**src/rtl/prog_counter_if.sv**
```systemverilog
// Control and status bundle of a prog_counter instance. Signal names match the
// program-counter and timer netlists this counter plugs into.
interface prog_counter_if #(
  parameter int unsigned WIDTH = 4
);
  logic             CLR_N;
  logic             ENB_LD;
  logic [WIDTH-1:0] DIN;
  logic             ENP_N;
  logic             ENT_N;
  logic             UP;
  logic [1:0]       MODE;
  logic [WIDTH-1:0] Q;
  logic             TC;
  logic             RCO_N;
  logic             OVF;

  modport master (
    output CLR_N, ENB_LD, DIN, ENP_N, ENT_N, UP, MODE,
    input  Q, TC, RCO_N, OVF
  );

  modport slave (
    input  CLR_N, ENB_LD, DIN, ENP_N, ENT_N, UP, MODE,
    output Q, TC, RCO_N, OVF
  );
endinterface

```
**src/rtl/prog_counter.sv**
```systemverilog
// Loadable up/down counter, modulus MAX+1, with wrap/saturate/auto-reload terminal
// behaviour, an active-low cascade carry chain and a sticky overflow flag.
module prog_counter #(
  parameter int unsigned      WIDTH     = 4,
  parameter logic [WIDTH-1:0] MAX       = {WIDTH{1'b1}},
  parameter logic [WIDTH-1:0] RESET_VAL = '0
) (
  input  logic          CLK,
  input  logic          RST,
  prog_counter_if.slave bus
);

  typedef enum logic [1:0] {
    ModeWrap     = 2'b00,
    ModeSaturate = 2'b01,
    ModeReload   = 2'b10,
    ModeWrapAlt  = 2'b11
  } mode_e;

  logic [WIDTH-1:0] q_q, q_d;
  logic [WIDTH-1:0] rld_q, rld_d;
  logic             ovf_q, ovf_d;
  logic [WIDTH-1:0] din_clamped;
  logic             tc;
  logic             count_en;

  assign din_clamped = (bus.DIN > MAX) ? MAX : bus.DIN;
  assign tc          = bus.UP ? (q_q == MAX) : (q_q == '0);
  assign count_en    = ~bus.ENP_N & ~bus.ENT_N;

  always_comb begin
    q_d   = q_q;
    rld_d = rld_q;
    ovf_d = ovf_q;
    if (!bus.CLR_N) begin
      // Clear beats load and leaves the reload register alone.
      q_d   = '0;
      ovf_d = 1'b0;
    end else if (!bus.ENB_LD) begin
      q_d   = din_clamped;
      rld_d = din_clamped;
      ovf_d = 1'b0;
    end else if (count_en) begin
      if (tc) begin
        ovf_d = 1'b1;
        case (mode_e'(bus.MODE))
          ModeSaturate: q_d = q_q;
          ModeReload:   q_d = rld_q;
          default:      q_d = bus.UP ? '0 : MAX;
        endcase
      end else begin
        q_d = bus.UP ? q_q + WIDTH'(1) : q_q - WIDTH'(1);
      end
    end
  end

  always_ff @(posedge CLK or negedge RST) begin
    if (!RST) begin
      q_q   <= RESET_VAL;
      rld_q <= RESET_VAL;
      ovf_q <= 1'b0;
    end else begin
      q_q   <= q_d;
      rld_q <= rld_d;
      ovf_q <= ovf_d;
    end
  end

  assign bus.Q     = q_q;
  assign bus.TC    = tc;
  assign bus.RCO_N = ~(tc & ~bus.ENT_N);
  assign bus.OVF   = ovf_q;

endmodule

```
**src/flat_wrapper.sv**
```systemverilog
// flat-port wrapper written by rule: the top's interface ports become plain ports
module prog_counter_flat 
#(
  parameter int unsigned      WIDTH     = 4,
  parameter logic [WIDTH-1:0] MAX       = {WIDTH{1'b1}},
  parameter logic [WIDTH-1:0] RESET_VAL = '0
)
  (CLK, RST, bus_CLR_N, bus_ENB_LD, bus_DIN, bus_ENP_N, bus_ENT_N, bus_UP, bus_MODE, bus_Q, bus_TC, bus_RCO_N, bus_OVF);
  prog_counter_if #(.WIDTH(WIDTH)) bus_i ();
  input  logic CLK;
  input  logic RST;
  input wire logic [$bits(bus_i.CLR_N)-1:0] bus_CLR_N;
  input wire logic [$bits(bus_i.ENB_LD)-1:0] bus_ENB_LD;
  input wire logic [$bits(bus_i.DIN)-1:0] bus_DIN;
  input wire logic [$bits(bus_i.ENP_N)-1:0] bus_ENP_N;
  input wire logic [$bits(bus_i.ENT_N)-1:0] bus_ENT_N;
  input wire logic [$bits(bus_i.UP)-1:0] bus_UP;
  input wire logic [$bits(bus_i.MODE)-1:0] bus_MODE;
  output wire logic [$bits(bus_i.Q)-1:0] bus_Q;
  output wire logic [$bits(bus_i.TC)-1:0] bus_TC;
  output wire logic [$bits(bus_i.RCO_N)-1:0] bus_RCO_N;
  output wire logic [$bits(bus_i.OVF)-1:0] bus_OVF;
  assign bus_i.CLR_N = bus_CLR_N;
  assign bus_i.ENB_LD = bus_ENB_LD;
  assign bus_i.DIN = bus_DIN;
  assign bus_i.ENP_N = bus_ENP_N;
  assign bus_i.ENT_N = bus_ENT_N;
  assign bus_i.UP = bus_UP;
  assign bus_i.MODE = bus_MODE;
  assign bus_Q = bus_i.Q;
  assign bus_TC = bus_i.TC;
  assign bus_RCO_N = bus_i.RCO_N;
  assign bus_OVF = bus_i.OVF;
  prog_counter #(.WIDTH(WIDTH), .MAX(MAX), .RESET_VAL(RESET_VAL)) u_core (.CLK(CLK), .RST(RST), .bus(bus_i));
endmodule
```
**config.mk**
```make
export PLATFORM = sky130hd
export DESIGN_NAME = prog_counter_flat
export DESIGN_NICKNAME = d
export VERILOG_FILES = /design/src/rtl/prog_counter_if.sv /design/src/rtl/prog_counter.sv /design/src/flat_wrapper.sv
export SDC_FILE = /design/constraint.sdc
export NUM_CORES = 1
export LEC_CHECK = 0
export ABC_AREA = 1
export BUFFER_PORTS_ARGS = -buffer_cell sky130_fd_sc_hd__buf_2
export CAP_MARGIN = 5
export CORE_MARGIN = 3
export CORE_UTILIZATION = 25
export CTS_CLUSTER_SIZE = 10
export DETAILED_ROUTE_END_ITERATION = 10
export GPL_ROUTABILITY_DRIVEN = 1
export SETUP_SLACK_MARGIN = 0.02
export SYNTH_ARGS = -nofsm -noshare
export SYNTH_HDL_FRONTEND = slang
export SYNTH_SLANG_ARGS = --single-unit
```
**constraint.sdc**
```tcl
create_clock -name CLK -period 3.8 [get_ports CLK]
set_input_delay 0.57 -clock CLK [delete_from_list [all_inputs] [get_ports CLK]]
set_output_delay 0.57 -clock CLK [all_outputs]
set_load 0.05 [all_outputs]
```
* Word-level counts from Yosys, hierarchy flattened
Index checks and enable logic that the tools add are counted.
** Storage, ports and cells
- Bits in registers :: 9
- Latch bits :: 0
- Word-level logic and storage cells :: 35
- Input bits :: 13
- Bits in writable memories :: 0
- ROM bits :: 0
- Memories kept :: 0
- Output and inout bits :: 7
** Operators by class
- Add/sub/neg operators :: 2
- Shift-type cells :: 0
- Muxes and demuxes :: 13
- Div/mod/pow operators :: 0
- Reduce and logical (&&, ||, !) cells :: 4
- Multiply operators :: 0
- Bitwise logic cells :: 6
- Equal/unequal tests :: 6
- Order comparisons :: 1
** Operator list (number)
- two-way mux 4 bit :: 7
- one-hot mux 4 bit (2 select lines) :: 1
- != test 3 x 2 -> 1 bit (second input constant) :: 2
- AND reduction 2 bit :: 3
- two-way mux 1 bit :: 5
- adder 4 x 1 -> 4 bit (second input constant) :: 1
- == test 4 bit (second input constant) :: 1
- greater-than comparator 4 bit (second input constant) :: 1
- zero test 4 bit :: 1
- != test 4 bit (second input constant) :: 1
- inverter 1 bit :: 4
- subtractor 4 x 1 -> 4 bit (second input constant) :: 1
- bitwise AND 1 bit :: 2
- == test 2 x 1 -> 1 bit (second input constant) :: 1
- == test 2 bit (second input constant) :: 1

* Longest topological paths before layout
Gate-level depths: netlist of the first run.
- Word-level depth :: 6
- Gate-level depth with buffers :: 10
- Depth with buffers taken out :: 10

* Least setup slack after synthesis of the first run
No wires, ideal clock.
- Path kind :: register to output
- From :: reg u_core.q_q[2] (netlist: u_core.bus.Q[2])
- To :: out bus_RCO_N
- Data required time :: 3230 ps
- Arrival time :: 1558 ps
- Setup slack :: 1672 ps
- Path buffers :: 0
- Stages on the path, launching flop included :: 6
- Cells stage by stage :: dfrtp_1 -> inv_1 -> nor2_2 -> nand2_2 -> nand2_4 -> nand2_1
** On the way
- Word-level cells in the longest chain between the ends :: 4
- Elaborated cells between the ends (all ways) :: 5
- Classes of those cells :: 1 x eq/ne; 1 x mux; 2 x bitwise; 1 x reduce/logical
** Ends and longest elaborated chain
- from (decl) :: RTL line prog_counter.sv:20 : logic [WIDTH-1:0] q_q, q_d;
- from (signal assigned) :: RTL line prog_counter.sv:63 : q_q <= q_d;
- == test 4 bit or zero test 4 bit (tied branches) :: RTL line prog_counter.sv:28 : assign tc = bus.UP ? (q_q == MAX) : (q_q == '0);
- two-way mux 1 bit * :: RTL line prog_counter.sv:28
- named net bus_TC :: RTL line flat_wrapper.sv:20 : output wire logic [$bits(bus_i.TC)-1:0] bus_TC;
- bitwise AND 1 bit * :: RTL line prog_counter.sv:71 : assign bus.RCO_N = ~(tc & ~bus.ENT_N);
- inverter 1 bit * :: RTL line prog_counter.sv:71
- to (decl) :: RTL line flat_wrapper.sv:21 : output wire logic [$bits(bus_i.RCO_N)-1:0] bus_RCO_N;
The timed path passes the listed nets; every way through them passes the cells marked *.

* Worst setup path in the final report of the first run
- From :: reg u_core.q_q[2] (netlist: u_core.bus.Q[2])
- To :: out bus_TC
** On the way
- Word-level cells in the longest chain between the ends :: 2
- Elaborated cells between the ends (all ways) :: 3
- Classes of those cells :: 1 x eq/ne; 1 x mux; 1 x reduce/logical
** Ends and longest elaborated chain (RTL line)
- == test 4 bit or zero test 4 bit (tied branches) :: prog_counter.sv:28
- two-way mux 1 bit * :: prog_counter.sv:28
- to (decl) :: flat_wrapper.sv:20
Every way passes the cells marked *; elsewhere a longest branch is shown, timed or not.

==> metrics.md, run 1 <==
| Metric | Value |
|---|---|
| Run status | `completed` |
| Number of global-route vias before repair | `651` |
| Maximum number of pins on one net before global-route repair | `10` |
| Critical path's largest stage delay | `420 ps` |
| Post-CTS clock slew at the launch and capture registers of the worst setup and hold paths | `60 ps` |
| Startpoint types | `flop` |
| Drt via density | `4.41` |
| Top cell types by occurrence after synthesis | `32 x sky130_fd_sc_hd__nand2_1, 11 x sky130_fd_sc_hd__inv_1, 10 x sky130_fd_sc_hd__nor2_1, 9 x sky130_fd_sc_hd__dfrtp_1, 9 x sky130_fd_sc_hd__o21ai_0` |
| Portion of synthesized cell area occupied by the leading cell type | `0.339` |
| Syn Std Cell Area | `664 um2` |
| Worst path cell trace | `inv_1, nor2_2, nand2_2, nand2_4, buf_2` |
| Final setup slack of the worst path | `1840 ps` |
| Leakage | `0.000459 uW` |
| Final GP Congestion | `0.856` |
| CTS Buf Count | `3` |
| Number of gates resized after CTS | `0` |
| Number of synthesized flops with an enable pin | `0` |
| Mapped Nets | `112` |
| Syn avg cell area | `6.92 um2` |
| Critical path class | `flop to output port` |
| Category of the worst setup path capture point | `output port` |
| Clk Latency, worst-skew pair | `250 ps` |
| Hold-fix buffer count after cts | `0` |
| Share of the cycle needed by the critical path after routing | `0.516` |
| CTS root buf | `sky130_fd_sc_hd__clkbuf_4` |
| Signed area change from the synthesized netlist to the final layout | `23.9%` |
| Layout cell share with drive strength beyond 1 | `0.277` |
| Clock sinks | `9` |
| Routed wire length on met3 | `42 um` |
| Fraction of power consumed by combinational cells | `0.395` |
| Core area | `0.00250 mm2` |
| Cell count after synthesis | `96` |
| Fmax achieved | `510 MHz` |
| Path class of the lowest-slack min-delay path | `input pin to asynchronous set/reset pin` |
| Net count of the finished layout | `136` |
| CP required | `3230 ps` |
| Wire length of the first global-routing pass | `2.60 mm` |
| Layout Utilization | `0.329` |
| Cell taking the most area after synthesis | `sky130_fd_sc_hd__dfrtp_1` |
| Iteration-0 DRC Markers | `9` |
| Starting utilization of the core area | `0.266` |
| Diode insertion count for antenna repair | `0` |
| Net switching power figure | `131 uW` |
| Ports | `20` |
| Clock Power Share | `0.225` |
| Flip-flop and latch count after synthesis | `9` |
| DRC violation count after routing | `0` |
| Count of antenna-violating nets left after detailed routing | `0` |
| Highest metal used | `met4` |
| Buffers from clock root to sink, at most | `2` |
| Warnings from Yosys | `0` |
| Routed wirelength normalized by instance count | `10.1 um` |
| Cell area reported after detailed placement | `797 um2` |
| Max IR drop VDD | `0.244 mV` |
| # H-tree levels | `1` |
| Routed wl met2 | `767 um` |
| Global route total overflow | `0` |
| # Max-Cap Violations | `0` |
| Count of buffers from port buffering | `19` |
| Share of flip-flops with an asynchronous set or reset after synthesis | `1.00` |
| Setup TNS | `0 ps` |
| Post-layout instance area | `823 um2` |
| Via count | `657` |
| Clock Skew | `2.08 ps` |
| Width of the die | `57.6 um` |
| Chip height | `57.6 um` |
| Setup Viol. Count Final | `0` |
| Highest-delay cell along the critical path | `sky130_fd_sc_hd__dfrtp_1` |
| Cell types occupying the most area after synthesis | `sky130_fd_sc_hd__dfrtp_1 34%, sky130_fd_sc_hd__nand2_1 18%, sky130_fd_sc_hd__o21ai_0 6.8%` |
| Cell-internal power | `186 uW` |
| HPWL after DPL | `1.31 mm` |
| Relative max-transition margin | `0.796` |
| Pre-CTS setup slack | `1850 ps` |
| Worst EP arrival | `1390 ps` |
| Setup repair bufs after CTS | `0` |
| Worst slack on hold paths | `154 ps` |
| Final count of pins violating max slew | `0` |
| Minimum clock period after layout | `1960 ps` |
| Crit Path Max Fanout | `9` |
| Top-count cell post-synth | `sky130_fd_sc_hd__nand2_1` |
| Predominant post-synthesis flop cell | `sky130_fd_sc_hd__dfrtp_1` |
| Number of different library cells in the post-synthesis netlist | `17` |
| Start of the worst register-to-register path | `u_core.bus.Q[0]$_DFFE_PN0P_` |
| TritonCTS clock tree | `done` |
| Worst Reg-to-Reg Cells | `8` |
| Fillers | `269` |
| Share of synthesized area occupied by flip-flops and latches | `0.339` |
| Count of final hold-check violations | `0` |
| Pwr per Cell Area | `385 mW/mm2` |
| Standard-cell row count | `18` |
| Router iterations before antenna repair | `4` |
| Sequential share of power | `0.380` |
| Antenna violations before repair | `0` |
| Total global-route track usage | `0.0973` |
| Met1 Routed Length | `674 um` |
| Slew at the pin closest to its max-slew limit | `303 ps` |
| Detailed-route wire length | `1.50 mm` |
| Switching Fraction | `0.412` |
| Total Die Area | `0.00331 mm2` |
| Setup repair after global routing missed its margin | `no` |
| Crit path from | `u_core.bus.Q[2]$_DFFE_PN0P_` |
## power by group through the flow
stage	Clock (uW)	Sequential (uW)	Combinational, uW
after floorplan	0	142	72.1
after global placement	0	122	126
after detailed placement	0	122	127
after CTS	75.0	120	128
after global routing	80.0	122	141
final	71.3	120	125
## worst max-delay path, delay by kind of cell (launching register included)
kind	cells	cell delay, ps
buffers and inverters	2	380
AND/OR/NAND/NOR	3	340
flip-flops	1	420
## cell usage in the layout (no fill, tap or decap), types with 2 or more instances in the layout
cell type and count:
sky130_fd_sc_hd__a21oi_1 3, sky130_fd_sc_hd__buf_2 19, sky130_fd_sc_hd__clkbuf_4 3, sky130_fd_sc_hd__dfrtp_1 9, sky130_fd_sc_hd__ha_1 2, sky130_fd_sc_hd__inv_1 11
sky130_fd_sc_hd__nand2_1 32, sky130_fd_sc_hd__nand2_2 3, sky130_fd_sc_hd__nand3_1 7, sky130_fd_sc_hd__nor2_1 10, sky130_fd_sc_hd__nor2_2 2, sky130_fd_sc_hd__o21ai_0 9
sky130_fd_sc_hd__o21ai_2 2
## final cells by class
type / instances / area, um2 / area share
Tap cell: 30 / 37.5 / 0.0456
Multi-Input combinational cell: 75 / 394 / 0.479
Timing Repair Buffer: 19 / 95.1 / 0.116
Inverter: 12 / 45.0 / 0.0547
Clock buffer: 4 / 26.3 / 0.0319
Sequential cell: 9 / 225 / 0.274
## path summary, 6_finish.rpt
path,endpoint,slack (ps)
worst max register to register,u_core.bus.Q[2]$_DFFE_PN0P_,2150
max in group asynchronous,u_core.bus.Q[3]$_DFFE_PN0P_,3470
worst min-delay path,u_core.rld_q[1]$_DFFE_PN0P_,150
worst min register to register,u_core.rld_q[1]$_DFFE_PN0P_,500
worst max-delay path,bus_TC,1840
min in group CLK,u_core.rld_q[1]$_DFFE_PN0P_,500
## metrics by stage
| stage | std cells | total power, uW |
|---|---|---|
| final | 149 | 317 |
| after floorplan | 96 | 214 |
| after detailed placement | 145 | 249 |
| after global placement | 145 | 248 |
| after CTS | 149 | 323 |
| after global routing | 149 | 343 |
## state kept, by name (all words and copies together), names as in the netlist
name	cells
u_core.bus.OVF	1
u_core.bus.Q	4
u_core.rld_q	4
## cells by family (layout without fill, tap and decap cells)
| kind of cell | Yosys count | in the layout | share of synthesized area |
|---|---|---|---|
| simple gates | 57 | 57 | 0.395 |
| fa+ha+maj | 3 | 3 | 0.0678 |
| flops | 9 | 9 | 0.339 |
| buf+inv | 12 | 35 | 0.0678 |
| compound gates | 14 | 14 | 0.117 |
| xor+xnor | 1 | 1 | 0.0132 |
## layer usage
layer,up-vias,global-route usage
li1,351,-
met1,292,0.125
met2,12,0.168
met3,2,0.00679
met4,0,0.0397
met5,-,0
Power figures use the tool's default switching activity.
==> run 2, diff against run 1 <==
- ABC_AREA: 1 -> 0
- clock period: 3.8 -> 2 ns (I/O delays scaled with it)
==> run 2 against run 1 <==
Critical path depth unchanged. Hold slack better by 130 ps. Cell area is 1.2% higher. Global-route usage rose by 0.91 points. Clock power up 95%. Synthesized cell count shrank 33%. Clock skew about the same. Sequential cell count unchanged. Clock-buffer cell count did not move. Sequential power is 93% higher. Cell count shrank 22%. Critical path type unchanged.
==> metrics.md, run 2 <==
| Metric | Value |
|---|---|
| Syn avg cell area | `10.1 um2 (+45%)` |
| Worst Reg-to-Reg Cells | `6 (-2)` |
| Mapped Nets | `80 (-29%)` |
| CTS Buf Count | `3 (unchanged)` |
| Flip-flop and latch count after synthesis | `9 (unchanged)` |
| Iteration-0 DRC Markers | `9 (unchanged)` |
| Pre-CTS setup slack | `175 ps (-1680 ps)` |
| Cell taking the most area after synthesis | `sky130_fd_sc_hd__dfrtp_1` |
| Count of buffers from port buffering | `19 (unchanged)` |
| Share of flip-flops with an asynchronous set or reset after synthesis | `1.00 (unchanged)` |
| Setup repair after global routing missed its margin | `no` |
| Post-layout instance area | `833 um2 (+1.2%)` |
| CTS root buf | `sky130_fd_sc_hd__clkbuf_4` |
| Wire length of the first global-routing pass | `2.66 mm (+2.1%)` |
| Cell area reported after detailed placement | `787 um2 (-1.3%)` |
| Area taken by flip-flops and latches | `230 um2 (+2.2%)` |
| Run status | `completed` |
| Setup Viol. Count Final | `0 (unchanged)` |
| Via count | `575 (-12%)` |
| Predominant post-synthesis flop cell | `sky130_fd_sc_hd__dfrtp_1` |
| Starting utilization of the core area | `0.278 (+0.0122)` |
| HPWL after DPL | `1.19 mm (-9.3%)` |
| Total Die Area | `0.00322 mm2 (-2.7%)` |
| Category of the worst setup path capture point | `output port` |
| Maximum number of pins on one net before global-route repair | `15 (+5)` |
| Routed wirelength normalized by instance count | `13.0 um (+30%)` |
| Multi-input combinational cell area | `408 um2 (+3.5%)` |
| Relative max-transition margin | `0.790 (-0.00583)` |
| Final Total Pwr | `598 uW (+89%)` |
| Commonest cells after routing, fill and taps aside | `18 x sky130_fd_sc_hd__buf_2, 6 x sky130_fd_sc_hd__nand2_1, 5 x sky130_fd_sc_hd__nor2_1, 5 x sky130_fd_sc_hd__dfrtp_1` |
| CP required | `1700 ps (-1530 ps)` |
| Clock Skew | `2.23 ps (+0.151 ps)` |
| Max IR drop VDD | `0.338 mV (+39%)` |
| Final count of pins violating max slew | `0 (unchanged)` |
| Critical path class | `flop to output port` |
| Endpoint of the worst-slack reg-to-reg timing path | `u_core.bus.Q[0]$_DFFE_PN0P_` |
| Fillers | `227 (-16%)` |
| Global route total overflow | `0 (unchanged)` |
| Pwr per Cell Area | `717 mW/mm2 (+86%)` |
| Signed area change from the synthesized netlist to the final layout | `29.3%` |
| Capture point of the worst path | `bus_RCO_N` |
| Final setup slack of the worst path | `166 ps (-1670 ps)` |
| Fmax achieved | `545 MHz` |
| Width of the die | `56.8 um (-1.4%)` |
| Post-CTS clock slew at the launch and capture registers of the worst setup and hold paths | `60 ps (about the same)` |
| Number of different library cells in the post-synthesis netlist | `30 (+13)` |
| Layout cell share with drive strength beyond 1 | `0.466 (+0.189)` |
| Syn Std Cell Area | `644 um2 (-3.0%)` |
| Chip height | `56.8 um (-1.4%)` |
| Core area | `0.00232 mm2 (-7.3%)` |
| Number of global-route vias before repair | `564 (-13%)` |
| Antenna violations before repair | `0 (unchanged)` |
| Most common cell after layout, fill and taps aside | `sky130_fd_sc_hd__buf_2` |
| Top-count cell post-synth | `sky130_fd_sc_hd__dfrtp_1` |
| Warnings from Yosys | `0 (unchanged)` |
| Slew at the pin closest to its max-slew limit | `314 ps (+11.3 ps)` |
| Minimum clock period after layout | `1830 ps` |
| Buffers from clock root to sink, at most | `2 (unchanged)` |
| Drt via density | `4.96 (+12%)` |
| Ports | `20 (unchanged)` |
| Cell types occupying the most area after synthesis | `sky130_fd_sc_hd__dfrtp_1 35%, sky130_fd_sc_hd__mux2_2 7.0%, sky130_fd_sc_hd__a31oi_1 3.9%` |
| Start of the worst register-to-register path | `u_core.bus.Q[0]$_DFFE_PN0P_` |
| Detailed-route wire length | `1.51 mm (+0.93%)` |
| Count of final hold-check violations | `0 (unchanged)` |
| Startpoint types | `flop` |
| Share of the cycle needed by the critical path after routing | `0.917` |
| Diode insertion count for antenna repair | `0 (unchanged)` |
| Clock sinks | `9 (unchanged)` |
| Share of synthesized area occupied by flip-flops and latches | `0.350 (+0.0105)` |
| Total global-route track usage | `0.106 (+0.00906)` |
| Final GP Congestion | `0.805 (-6.0%)` |
| TritonCTS clock tree | `done` |
| Standard-cell row count | `17 (-1)` |
| Setup slack of the most critical reg-to-reg path | `200 ps (-1950 ps)` |
| Number of synthesized flops with an enable pin | `0 (unchanged)` |
| # H-tree levels | `1 (unchanged)` |
| Portion of synthesized cell area occupied by the leading cell type | `0.350 (+0.0105)` |
| Net count of the finished layout | `105 (-23%)` |
| Path class of the lowest-slack min-delay path | `input pin to flop` |
| Setup TNS | `0 ps (unchanged)` |
| Router iterations before antenna repair | `4 (unchanged)` |
| Crit Path Max Fanout | `5 (-4)` |
| Leakage | `0.000395 uW (-14%)` |
| Cell count after synthesis | `64 (-33%)` |
| Worst EP arrival | `1530 ps (+140 ps)` |
| Clk Latency, worst-skew pair | `250 ps (about the same)` |
| DRC violation count after routing | `0 (unchanged)` |
| Top cell types by occurrence after synthesis | `9 x sky130_fd_sc_hd__dfrtp_1, 6 x sky130_fd_sc_hd__nand2_1, 5 x sky130_fd_sc_hd__nor2_1` |
| # Max-Cap Violations | `0 (unchanged)` |
| Count of antenna-violating nets left after detailed routing | `0 (unchanged)` |
| Crit path from | `u_core.bus.Q[3]$_DFFE_PN0P_` |
[run 2: cell count changes after synthesis, moves of 2 or more]
cell | before | now
sky130_fd_sc_hd__mux2_2 | 0 | 4
sky130_fd_sc_hd__inv_1 | 11 | 4
sky130_fd_sc_hd__nand2b_1 | 0 | 2
sky130_fd_sc_hd__a31oi_1 | 0 | 4
sky130_fd_sc_hd__nor2_2 | 2 | 0
sky130_fd_sc_hd__nor2b_1 | 0 | 3
sky130_fd_sc_hd__nand2_1 | 32 | 6
sky130_fd_sc_hd__o2bb2ai_1 | 0 | 2
sky130_fd_sc_hd__nor2_1 | 10 | 5
sky130_fd_sc_hd__nand2_2 | 3 | 0
sky130_fd_sc_hd__o21ai_0 | 9 | 1
sky130_fd_sc_hd__nand3_1 | 7 | 2
[run 2: routing by layer]
metal	vias up	wire length (um)	GRT usage
met5	-	0	0
met4	0	0	0.0397
met3	0	106	0.0299
met2	19	697	0.149
met1	275	708	0.153
li1	281	-	-
[run 2: metrics by stage]
stage,instances,hold WS [ps],utilization
after floorplan,64,4.41,-
after global placement,110,167,0.339
final,116,289,0.359
after CTS,116,283,0.359
after detailed placement,110,167,0.339
after global routing,116,282,0.359
[run 2: logic make-up after synthesis]
group | Yosys count | synth area share
DFF | 9 | 0.350
muxes | 5 | 0.0932
xor gates and xnor gates | 3 | 0.0408
adders and majority gates | 3 | 0.0699
buffers and inverters | 5 | 0.0291
and+or+nand+nor | 22 | 0.194
AOI/OAI and AO/OA | 17 | 0.223
[run 2: repair_timing]
action                                  CTS  global route
hold endpoints to repair                  9             0
endpoints found under the setup margin    1             0
hold buffers                              1             0
gates resized for setup                   1             0
buffers inserted                          1             0
[run 2: worst max-delay path, cell delays in order (launching register included)]
cell and delay (ps):
sky130_fd_sc_hd__dfrtp_2 440, sky130_fd_sc_hd__and4_4 210, sky130_fd_sc_hd__a22oi_4 200, sky130_fd_sc_hd__clkinvlp_4 160, sky130_fd_sc_hd__nand2b_4 80, sky130_fd_sc_hd__buf_4 190
[run 2: how the worst min path moves through the flow]
stage | from | endpoint | depth (start not counted) | slack (ps)
6_report | bus_DIN[3] | u_core.rld_q[3]$_DFFE_PN0P_ | 2 | 290
5_1_grt | bus_DIN[3] | u_core.rld_q[3]$_DFFE_PN0P_ | 2 | 280
3_3_place_gp | RST | u_core.rld_q[1]$_DFFE_PN0P_ | 1 | 170
2_1_floorplan | RST | u_core.bus.OVF$_DFFE_PN0P_ | 0 | 4
3_5_place_dp | RST | u_core.rld_q[2]$_DFFE_PN0P_ | 1 | 170
4_1_cts | bus_DIN[3] | u_core.rld_q[3]$_DFFE_PN0P_ | 2 | 280
[run 2: cell type report]
cell class / count / share of cell area
clock buffers: 4 / 0.0315
well taps: 28 / 0.0420
inverters: 4 / 0.0225
flip-flops and latches: 9 / 0.276
multi-input cells: 50 / 0.489
repair buffers: 21 / 0.138
[run 2: power by group]
| group | switching (uW) | total [uW] | internal (uW) | leakage, uW |
|---|---|---|---|---|
| Combinational | 136 | 226 | 90.1 | 0.000273 |
| Clock | 62.0 | 139 | 76.8 | 0.0000150 |
| Sequential | 26.2 | 232 | 206 | 0.000107 |
==> run 3, diff against run 2 <==
- CTS_BUF_LIST: default -> sky130_fd_sc_hd__clkbuf_8
==> run 3 against run 2 <==
Cell area increased by 4.1%. Worst setup slack worse by 84 ps. Power rose by 12%. Global-route usage is 0.52 points lower. Utilization is 1.5 points higher. Sequential power about the same. Highest routed layer is now met4.
==> metrics.md, run 3 (synthesized netlist as in run 2, its figures left out) <==
| Metric | Value |
|---|---|
| Category of the worst setup path capture point | `output port` |
| Setup slack of the most critical reg-to-reg path | `290 ps (+90 ps)` |
| Clk Latency, worst-skew pair | `230 ps (-20 ps)` |
| Leakage | `0.000417 uW (+5.4%)` |
| Endpoint of the worst-slack reg-to-reg timing path | `u_core.bus.Q[3]$_DFFE_PN0P_` |
| Router iterations before antenna repair | `4 (unchanged)` |
| Fmax achieved | `521 MHz (-4.4%)` |
| Clock Skew | `2.65 ps (+0.417 ps)` |
| Wire length of the first global-routing pass | `2.57 mm (-3.4%)` |
| Share of the cycle needed by the critical path after routing | `0.959 (+0.0418)` |
| Signed area change from the synthesized netlist to the final layout | `34.6%` |
| Clock sinks | `9 (unchanged)` |
| Detailed-route wire length | `1.51 mm (unchanged)` |
| Worst Min Path Start | `bus_DIN[3]` |
| Worst hold stages | `2 (unchanged)` |
| # Max-Cap Violations | `0 (unchanged)` |
| CTS Buf Count | `3 (unchanged)` |
| Pwr per Cell Area | `774 mW/mm2 (+7.9%)` |
| Worst-case hold path end point | `u_core.rld_q[3]$_DFFE_PN0P_` |
| Post-CTS clock slew at the launch and capture registers of the worst setup and hold paths | `50 ps (about the same)` |
| Count of buffers from port buffering | `19 (unchanged)` |
| Total global-route track usage | `0.101 (-0.00518)` |
| # H-tree levels | `1 (unchanged)` |
| Ports | `20 (unchanged)` |
| Fillers | `225 (-0.88%)` |
| Highest-delay cell along the critical path | `sky130_fd_sc_hd__dfrtp_2` |
| Setup TNS | `0 ps (unchanged)` |
| Critical path's largest stage delay | `430 ps (about the same)` |
| Final GP Congestion | `0.805 (unchanged)` |
| CTS root buf | `sky130_fd_sc_hd__clkbuf_8` |
| Pre-CTS setup slack | `175 ps (unchanged)` |
| Starting utilization of the core area | `0.278 (unchanged)` |
| Core area | `0.00232 mm2 (unchanged)` |
| Max IR drop VDD | `0.400 mV (+18%)` |
| Antenna violations before repair | `0 (unchanged)` |
| Width of the die | `56.8 um (unchanged)` |
| Most common cell after layout, fill and taps aside | `sky130_fd_sc_hd__buf_2` |
| CP required | `1700 ps (about the same)` |
| Net count of the finished layout | `107 (+1.9%)` |
| Layout Utilization | `0.374 (+0.0146)` |
| Relative max-transition margin | `0.789 (-0.00140)` |
| Setup repair after global routing missed its margin | `no` |
| Final count of pins violating max slew | `0 (unchanged)` |
| Run status | `completed` |
| Buffers from clock root to sink, at most | `2 (unchanged)` |
| Critical path class | `flop to output port` |
| Diode insertion count for antenna repair | `0 (unchanged)` |
| Worst Reg-to-Reg Cells | `6 (unchanged)` |
| Commonest cells after routing, fill and taps aside | `18 x sky130_fd_sc_hd__buf_2, 6 x sky130_fd_sc_hd__nand2_1, 5 x sky130_fd_sc_hd__nor2_1, 5 x sky130_fd_sc_hd__dfrtp_1` |
| Standard-cell row count | `17 (unchanged)` |
| Iteration-0 DRC Markers | `9 (unchanged)` |
| Via count | `578 (+0.52%)` |
| Count of antenna-violating nets left after detailed routing | `0 (unchanged)` |
| HPWL after DPL | `1.19 mm (unchanged)` |
| Worst path cell trace | `and4_4, a22oi_4, clkinvlp_4, nand2b_4, buf_4` |
| Maximum number of pins on one net before global-route repair | `15 (unchanged)` |
| Slew at the pin closest to its max-slew limit | `316 ps (+2.09 ps)` |
| Minimum clock period after layout | `1920 ps (+83.7 ps)` |
| Drt via density | `4.90 (-1.2%)` |
| Layout cell share with drive strength beyond 1 | `0.478 (+0.0119)` |
| Worst EP arrival | `1620 ps (+90 ps)` |
| Number of global-route vias before repair | `552 (-2.1%)` |
| Total Die Area | `0.00322 mm2 (unchanged)` |
| Count of final hold-check violations | `0 (unchanged)` |
| Routed wirelength normalized by instance count | `12.8 um (-1.7%)` |
| DRC violation count after routing | `0 (unchanged)` |
| TritonCTS clock tree | `done` |
| Path class of the lowest-slack min-delay path | `input pin to flop` |
| Crit Path Max Fanout | `7 (+2)` |
| Setup Viol. Count Final | `0 (unchanged)` |
| Global route total overflow | `0 (unchanged)` |
| Chip height | `56.8 um (unchanged)` |
| Start of the worst register-to-register path | `u_core.bus.Q[1]$_DFFE_PN0P_` |
| Final setup slack of the worst path | `82.3 ps (-83.7 ps)` |
| Startpoint types | `flop` |
[run 3: changes by cell type in the layout (fill, tap and decap cells not counted), sizes merged]
cell / previous run / this run
clkbuf: 4 / 3
inv: 3 / 4
buf: 20 / 22
[run 3: area by class of cell]
class | count | area [um2] | area share
multi-input combinational | 50 | 408 | 0.470
timing repair buffer | 23 | 130 | 0.150
clock buffer | 3 | 41.3 | 0.0476
clock inverter | 1 | 3.75 | 0.00433
tap | 28 | 35.0 | 0.0404
sequential | 9 | 230 | 0.266
inverter | 4 | 18.8 | 0.0216
[run 3: worst max-delay path by stage]
stage | to | slack, ps | start
finish | bus_RCO_N | 80 | u_core.bus.Q[3]$_DFFE_PN0P_
global route | bus_RCO_N | 20 | u_core.bus.Q[3]$_DFFE_PN0P_
CTS | bus_RCO_N | 30 | u_core.bus.Q[2]$_DFFE_PN0P_
detailed placement | bus_RCO_N | 180 | bus_UP
global placement | bus_RCO_N | 220 | bus_UP
floorplan | bus_RCO_N | 40 | u_core.bus.Q[3]$_DFFE_PN0P_
[run 3: report_power, final]
group,switching [uW],total [uW],internal (uW)
clock network,70.6,204,134
registers,26.5,233,207
logic,137,233,96.0
[run 3: through the flow]
step	hold slack, ps	area, um2	instances	total power [uW]
global route	320	867	118	717
floorplan	4.41	661	64	395
CTS	314	845	115	669
finish	315	867	118	671
global placement	167	787	110	455
detailed placement	167	787	110	457
[run 3: what timing repair did]
action	CTS	global route
endpoints found under the hold margin	9	0
gates resized for setup	1	0
hold buffers	1	0
cloned	0	0
pin swaps	0	1
setup buffers	0	3
setup endpoints to repair	1	2
[run 3: layer usage]
layer  up-vias  track usage  part of all wire
met2        21        0.142              0.45
li1        283            -                 -
met5         -            0                 0
met4         0       0.0397            0.0046
met1       272        0.148              0.49
met3         2       0.0230             0.060
[run 3: critical path: cells and delay by family, from the launching register on]
family,cells,cell delay (ps)
DFF,1,430
AOI/OAI and AO/OA,1,270
and+or+nand+nor,2,300
buffers and inverters,2,380
